`src/rtl/acc_control_unit.sv`:
```
// acc_control_unit: FETCH/DECODE/EXEC sequencer for the 11-bit accumulator datapath.
// Latency: 3 cycles per instruction; HLT reaches HALT 2 cycles after FETCH; first FETCH 1 cycle after start.
// Backpressure: none, datapath strobes are decoded every cycle. ILLEGAL_OP_TRAP_EN enables the illegal-opcode trap.
module acc_control_unit #(
  parameter int DATA_WIDTH   = 11,
  parameter int OPCODE_WIDTH = 5
) (
  input  logic                  clock,
  input  logic                  reset_n,
  input  logic                  start,
  input  logic [DATA_WIDTH-1:0] instruction,
  input  logic                  zero_flag,
  output logic [1:0]            sel_A,
  output logic                  wr_A,
  output logic                  sel_B,
  output logic [2:0]            alu_op,
  output logic                  ir_wr,
  output logic                  pc_inc,
  output logic                  pc_load,
  output logic                  mem_wr,
  output logic                  busy,
  output logic                  halted
`ifdef ILLEGAL_OP_TRAP_EN
  ,
  output logic                  illegal_op
`endif
);

  typedef enum logic [2:0] {
    S_IDLE   = 3'd0,
    S_FETCH  = 3'd1,
    S_DECODE = 3'd2,
    S_EXEC   = 3'd3,
    S_HALT   = 3'd4
  } state_t;

  localparam logic [OPCODE_WIDTH-1:0] OP_HLT  = OPCODE_WIDTH'(0);
  localparam logic [OPCODE_WIDTH-1:0] OP_LDI  = OPCODE_WIDTH'(1);
  localparam logic [OPCODE_WIDTH-1:0] OP_LD   = OPCODE_WIDTH'(2);
  localparam logic [OPCODE_WIDTH-1:0] OP_ST   = OPCODE_WIDTH'(3);
  localparam logic [OPCODE_WIDTH-1:0] OP_ADD  = OPCODE_WIDTH'(4);
  localparam logic [OPCODE_WIDTH-1:0] OP_ADDI = OPCODE_WIDTH'(5);
  localparam logic [OPCODE_WIDTH-1:0] OP_SUB  = OPCODE_WIDTH'(6);
  localparam logic [OPCODE_WIDTH-1:0] OP_SUBI = OPCODE_WIDTH'(7);
  localparam logic [OPCODE_WIDTH-1:0] OP_AND  = OPCODE_WIDTH'(8);
  localparam logic [OPCODE_WIDTH-1:0] OP_OR   = OPCODE_WIDTH'(9);
  localparam logic [OPCODE_WIDTH-1:0] OP_BEQ  = OPCODE_WIDTH'(10);
  localparam logic [OPCODE_WIDTH-1:0] OP_BNE  = OPCODE_WIDTH'(11);
  localparam logic [OPCODE_WIDTH-1:0] OP_JMP  = OPCODE_WIDTH'(12);
  localparam logic [OPCODE_WIDTH-1:0] OP_NOP  = OPCODE_WIDTH'(13);

  localparam logic [1:0] SELA_ALU = 2'b00;
  localparam logic [1:0] SELA_EXT = 2'b01;
  localparam logic [1:0] SELA_MEM = 2'b10;

  localparam logic [2:0] ALU_ADD = 3'b000;
  localparam logic [2:0] ALU_SUB = 3'b001;
  localparam logic [2:0] ALU_AND = 3'b010;
  localparam logic [2:0] ALU_OR  = 3'b011;

  state_t                  state_q, state_d;
  logic [OPCODE_WIDTH-1:0] opcode_q, opcode_d;
  logic [OPCODE_WIDTH-1:0] fetched_opcode;
  logic                    opcode_legal;

  // Operand bits belong to the IR/extender path, not to the sequencer.
  logic unused_operand_bits;
  assign unused_operand_bits = ^instruction[DATA_WIDTH-OPCODE_WIDTH-1:0];

  assign fetched_opcode = instruction[DATA_WIDTH-1 -: OPCODE_WIDTH];

  // Legal opcodes are the contiguous range HLT..NOP.
  assign opcode_legal = (opcode_q <= OP_NOP);

`ifdef ILLEGAL_OP_TRAP_EN
  logic illegal_q, illegal_d;
  assign illegal_op = illegal_q;
`endif

  // Next-state and opcode-latch decision.
  always_comb begin
    state_d  = state_q;
    opcode_d = opcode_q;
`ifdef ILLEGAL_OP_TRAP_EN
    illegal_d = illegal_q;
`endif
    case (state_q)
      S_IDLE: begin
        if (start) state_d = S_FETCH;
      end
      S_FETCH: begin
        opcode_d = fetched_opcode;
        state_d  = S_DECODE;
      end
      S_DECODE: begin
        if (opcode_q == OP_HLT) begin
          state_d = S_HALT;
        end
`ifdef ILLEGAL_OP_TRAP_EN
        else if (!opcode_legal) begin
          state_d   = S_HALT;
          illegal_d = 1'b1;
        end
`endif
        else begin
          // Without the trap, illegal opcodes fall through EXEC with no strobes.
          state_d = S_EXEC;
        end
      end
      S_EXEC: begin
        state_d = S_FETCH;
      end
      S_HALT: begin
        // Only reset leaves HALT; start is deliberately ignored.
        state_d = S_HALT;
      end
      default: begin
        state_d = S_IDLE;
      end
    endcase
  end

  // State and opcode registers; reset also aborts an instruction in flight.
  always_ff @(posedge clock or negedge reset_n) begin
    if (!reset_n) begin
      state_q  <= S_IDLE;
      opcode_q <= '0;
`ifdef ILLEGAL_OP_TRAP_EN
      illegal_q <= 1'b0;
`endif
    end else begin
      state_q  <= state_d;
      opcode_q <= opcode_d;
`ifdef ILLEGAL_OP_TRAP_EN
      illegal_q <= illegal_d;
`endif
    end
  end

  // Moore decode of datapath strobes; zero_flag only gates pc_load in EXEC.
  always_comb begin
    sel_A   = SELA_ALU;
    wr_A    = 1'b0;
    sel_B   = 1'b0;
    alu_op  = ALU_ADD;
    ir_wr   = 1'b0;
    pc_inc  = 1'b0;
    pc_load = 1'b0;
    mem_wr  = 1'b0;
    busy    = (state_q == S_FETCH) || (state_q == S_DECODE) || (state_q == S_EXEC);
    halted  = (state_q == S_HALT);

    case (state_q)
      S_FETCH: begin
        ir_wr  = 1'b1;
        pc_inc = 1'b1;
      end
      S_EXEC: begin
        case (opcode_q)
          OP_LDI: begin
            sel_A = SELA_EXT;
            wr_A  = 1'b1;
          end
          OP_LD: begin
            sel_A = SELA_MEM;
            wr_A  = 1'b1;
          end
          OP_ST: begin
            mem_wr = 1'b1;
          end
          OP_ADD, OP_ADDI: begin
            alu_op = ALU_ADD;
            sel_B  = (opcode_q == OP_ADDI);
            wr_A   = 1'b1;
          end
          OP_SUB, OP_SUBI: begin
            alu_op = ALU_SUB;
            sel_B  = (opcode_q == OP_SUBI);
            wr_A   = 1'b1;
          end
          OP_AND: begin
            alu_op = ALU_AND;
            wr_A   = 1'b1;
          end
          OP_OR: begin
            alu_op = ALU_OR;
            wr_A   = 1'b1;
          end
          OP_BEQ: begin
            pc_load = zero_flag;
          end
          OP_BNE: begin
            pc_load = !zero_flag;
          end
          OP_JMP: begin
            pc_load = 1'b1;
          end
          default: begin
            // NOP and untrapped illegal opcodes: no strobes.
          end
        endcase
      end
      default: begin
      end
    endcase
  end

endmodule

```
`config.mk`:
```
export PLATFORM = sky130hd
export DESIGN_NAME = acc_control_unit
export DESIGN_NICKNAME = d
export VERILOG_FILES = /design/src/rtl/acc_control_unit.sv
export SDC_FILE = /design/constraint.sdc
export NUM_CORES = 1
export LEC_CHECK = 0
export BUFFER_PORTS_ARGS = -buffer_cell sky130_fd_sc_hd__buf_2
export CAP_MARGIN = 15
export CORE_MARGIN = 5
export CORE_UTILIZATION = 38
export CTS_CLUSTER_DIAMETER = 40
export DETAILED_ROUTE_END_ITERATION = 10
export GPL_ROUTABILITY_DRIVEN = 0
export PLACE_DENSITY_LB_ADDON = 0.25
export REMOVE_ABC_BUFFERS = 1
export SETUP_SLACK_MARGIN = 0.2
export SLEW_MARGIN = 40
export SYNTH_ARGS = -nofsm -noshare
export SYNTH_HDL_FRONTEND = slang
export SYNTH_SLANG_ARGS = --single-unit
```
`constraint.sdc`:
```
create_clock -name clock -period 1.54 [get_ports clock]
set_input_delay 0.462 -clock clock [delete_from_list [all_inputs] [get_ports clock]]
set_output_delay 0.462 -clock clock [all_outputs]
set_load 0.1 [all_outputs]
```
### After elaboration in Yosys (flattened, before gate mapping)

Cells that the tools add are included.

| word-level totals | value |
|---|---|
| word-level logic and storage cells | 43 |
| output and inout bits | 13 |
| register bits | 8 |

| operators by class | value |
|---|---|
| eq/ne operators | 17 |
| multiplexer cells | 16 |
| reductions and logical operators | 8 |

Operators by type and width:

| kind | count |
|---|---|
| $eq 5x4->1 const B | 5 |
| $eq 5x3->1 const B | 4 |
| $pmux 3 s5 | 1 |
| $eq 5x2->1 const B | 2 |
| $reduce_or 8->1 | 1 |
| $mux 1 | 7 |
| $eq 3x2->1 const B | 2 |
| $mux 3 | 2 |
| $pmux 2 s3 | 1 |
| $eq 5x1->1 const B | 1 |
| $logic_not 5->1 | 1 |
| $mux 2 | 2 |
| $pmux 2 s2 | 1 |
| $reduce_or 2->1 | 2 |
| $eq 3x1->1 const B | 1 |
| $eq 3x3->1 const B | 1 |
| $logic_not 3->1 | 1 |
| $pmux 1 s3 | 1 |
| $logic_or 1x1->1 | 2 |
| $ne 2x2->1 const B | 1 |
| $pmux 1 s2 | 1 |
| $logic_not 1->1 | 1 |

### Depth between registers and ports, before layout

| logic depth | value |
|---|---|
| depth after elaboration | 4 |
| mapped depth | 4 |
| gate-level depth less buffers | 3 |

### Worst setup path after synthesis

No wires, ideal clock.

| timing path | value |
|---|---|
| path kind | register to output |
| start point | register state_q[2] |
| end point | output alu_op[1] |
| buffers on the path | 0 |
| data arrival time | 3.827 ns |
| slack | -2.749 ns |
| data required time | 1.078 ns |
| cell stages (with the launch flop) | 3 |
| path through | dfrtp_1 -> nand4bb_4 -> nor4b_1 |

| on the way | value |
|---|---|
| word-level cells in the longest chain between the ends | 2 |

Ends and longest elaborated chain:

| what | line | source |
|---|---|---|
| start: declaration | 61 | `state_t state_q, state_d;` |
| start signal: assignment | 132 | `state_q <= state_d;` |
| $eq 3x2->1 | 153 | `case (state_q)` |
| $mux 2 | 153 |  |
| end: declaration | 16 | `output logic [2:0] alu_op,` |

No other way between the ends.

### Worst setup path after layout

| timing path | value |
|---|---|
| start point | register opcode_q[4] |
| end point | output sel_A[0] |

| on the way | value |
|---|---|
| word-level cells in the longest chain between the ends | 3 |

Ends and longest elaborated chain:

| what | line | source |
|---|---|---|
| start: declaration | 62 | `logic [OPCODE_WIDTH-1:0] opcode_q, opcode_d;` |
| start signal: assignment | 133 | `opcode_q <= opcode_d;` |
| $eq 5x2->1 or $eq 5x1->1 (tied branches) | 159 | `case (opcode_q)` |
| $pmux 2 s2 (*) | 159 |  |
| $mux 2 (*) | 153 |  |
| end: declaration | 13 | `output logic [1:0] sel_A,` |

Mark *: on every way between the ends. The rest lies on a longest branch, timed or not.

==> results.md <==
- CTS tree: done
- CP Capture Point: sel_A[0]
- Unrepaired setup endpoints after global routing: yes
- Hold WS: 0.0430 ns
- First-pass GRT wire length: 2690 µm
- Yosys cell types: 28
- Worst-path clk slew: 0.06 ns
- FF-to-FF path depth: 6
- Nets: 107
- Chip height: 47.5 µm
- Share of cells above drive strength 1: 75.6%
- Top post-synthesis cells by area: dfrtp_1 37%, mux2_1 11%, nand4bb_4 5.1%
- Area share of the largest cell type after synthesis: 37.4%
- Post-synth top area cell: dfrtp_1
- Synthesized area: 536 µm²
- Worst-Skew Late Latency: 0.25 ns
- CP max FO: 3
- Synthesis-stage register bit count: 8
- Fin. max-slew vios: 0
- Die Area: 2260 µm²
- Post-place setup slack: -0.327 ns
- Cell Rows: 13
- Max Clk Rate: 0.473 GHz
- Port buffer count: 20
- Detailed-route DRC error count: 0
- FF-to-FF Start: state_q[1]$_DFFE_PN0P_
- Initial DRC count: 8
- Cells after DPL: 98
- WS Path Type: reg2out
- Post-detail-place hpwl: 1160 µm
- Vias in the first global route: 585
- Total power: 2760 µW
- Post-route ant nets: 0
- CP Capture Type: output port
- Vias: 556
- Net Sw Frac: 50.5%
- Clock Sinks: 8
- Fillcell total: 60
- Total grt overflow: 0
- Synthesis-to-finish area growth: 111%
- Avg WL per Cell: 16.3 µm
- Critical Path Start: opcode_q[4]$_DFFE_PN0P_
- Initial antenna violation count: 0
- First-pass iteration count of the detailed router: 4
- GRT Util Overall: 17.2%
- Max-Cap Viols: 0
- Post-synthesis sequential area ratio: 37.4%
- Final Hold Fails: 0
- Clock network fraction of total power: 5.9%
- Worst min-delay path category: in2async
- Failing checks: negative setup slack
- Post-route insts no fill: 105
- PD cells: 2450 nW/µm²
- Synth Warn #: 0
- Lkg Pwr: 0.000481 µW
- H-tree levels: 1
- I/O pins: 28
- Max clock buf depth: 2
- Fin worst setup slack: -0.575 ns
- Combinational share of power: 76.5%
- Syn Inst Count: 52
- Die span in x: 47.5 µm
- Num CTS Buffers: 3
- Vias per cell: 5.30
- Core Box Area: 1320 µm²
- Final Setup Violations: 12
- Pint: 1370 µW
- Largest net degree at the start of global routing: 10
- Diode count: 0
- Worst EP required: 1.08 ns
- Worst reg2reg path endpoint: opcode_q[2]$_DFFE_PN0P_
- Run status: complete, but fails checks
- Fin crit period: 2.12 ns
- FF/Latch Area: 204 µm²
- Crit path DAT: 1.65 ns
- Period utilization: 137%
- Final WL: 1710 µm
- Initial core utilization: 40.6%
- Sequential fraction of design power: 17.6%
- Total net switching power: 1400 µW
- CP Launch Type: flop
- Root buf cell: clkbuf_4
- Area of the multi-input gates: 422 µm²
- R2R Setup Slk: 0.05 ns
- VDD IR max: 2.41 mV
- Avg Cell Area, Syn: 10.3 µm²
- Final clock skew: 0.00292 ns
-- routing by layer --
metal,vias up,share of wire [%],track usage (%)
li1,259,-,-
met1,277,36,19.4
met2,16,58,32.4
met3,4,3.9,1.13
met4,0,2.0,8.06
met5,-,0,0
-- power by group through the flow --
stage / Combinational, µW / Clock (µW) / Sequential, µW
2_1_floorplan: 927 / 0 / 468
3_3_place_gp: 1640 / 0 / 419
3_5_place_dp: 1680 / 0 / 426
4_1_cts: 1940 / 166 / 458
5_1_grt: 2210 / 176 / 504
6_report: 2120 / 163 / 486
-- placed cells by master (no fill, tap or decap), drive strengths merged --
master,n
a21o,2
a21oi,3
a2bb2oi,1
a311oi,1
and2,1
buf,40
clkbuf,3
conb,1
dfrtp,8
inv,2
mux2,5
nand2b,2
nand3,1
nand3b,2
nand4bb,1
nor2,6
nor3,2
nor3b,2
nor4,1
nor4b,2
o21ai,1
o21bai,1
or3b,1
xnor2,1
-- timing repair --
item,4_1_cts,5_1_grt
endpoints found under the setup margin,18,17
buffers inserted,1,3
hold buffers,0,0
resized for setup,24,11
pin swaps,3,6
-- state kept, by name, summed over array words and instances, names as in the netlist --
| register | count |
|---|---|
| opcode_q | 5 |
| state_q | 3 |
-- layout make-up --
type	instances	area share (%)
Inverter	2	0.886
Tap cell	15	1.66
Sequential cell	8	18.1
Multi-Input combinational cell	37	37.3
Clock buffer	3	1.99
Timing Repair Buffer	40	40.1
-- critical path, cell delays in order, from the launching register on --
cell,delay [ns]
dfrtp_1,0.38
nand4bb_4,0.22
or3b_4,0.43
nor3_4,0.17
buf_12,0.20
-- cell families after synthesis --
kind of cell,count (synthesis),synth area share (%)
compound gates,9,11.2
flops,8,37.4
mux,5,10.5
xor+xnor,1,1.64
other cells,1,0.700
buf+inv,7,6.54
simple gates,21,32.0
-- worst min path at each step --
stage	to	cells past startpoint
after floorplan	opcode_q[0]$_DFFE_PN0P_	0
after global placement	opcode_q[0]$_DFFE_PN0P_	1
after detailed placement	opcode_q[4]$_DFFE_PN0P_	1
after CTS	state_q[1]$_DFFE_PN0P_	1
after global routing	opcode_q[4]$_DFFE_PN0P_	1
final	state_q[1]$_DFFE_PN0P_	1
-- cell usage after synthesis --
cell type	instances
inv_1	1
a21o_1	2
a311oi_1	1
a21oi_1	3
nor4_1	1
buf_2	1
inv_2	1
nor4b_2	1
xnor2_1	1
conb_1	1
nand3b_1	2
or3b_4	1
nand3_1	1
dfrtp_1	8
nand4bb_4	1
nor3_4	1
buf_4	2
a2bb2oi_1	1
o21ai_0	1
and2_1	1
clkbuf_1	2
mux2_1	5
nor3_2	1
nand2b_1	2
nor2_1	6
o21bai_1	1
nor3b_1	2
nor4b_1	1
-- metrics by stage --
| stage | setup TNS, ns | util [%] | cell area, µm² |
|---|---|---|---|
| after global routing | -5.56 | 85.8 | 1130 |
| after detailed placement | -2.11 | 70.4 | 927 |
| final | -4.79 | 85.8 | 1130 |
| after global placement | -1.85 | 70.4 | 927 |
| after CTS | -4.71 | 80.5 | 1060 |
| after floorplan | -22.17 | - | 508 |
Note: power is estimated with default switching activity, not from simulation.
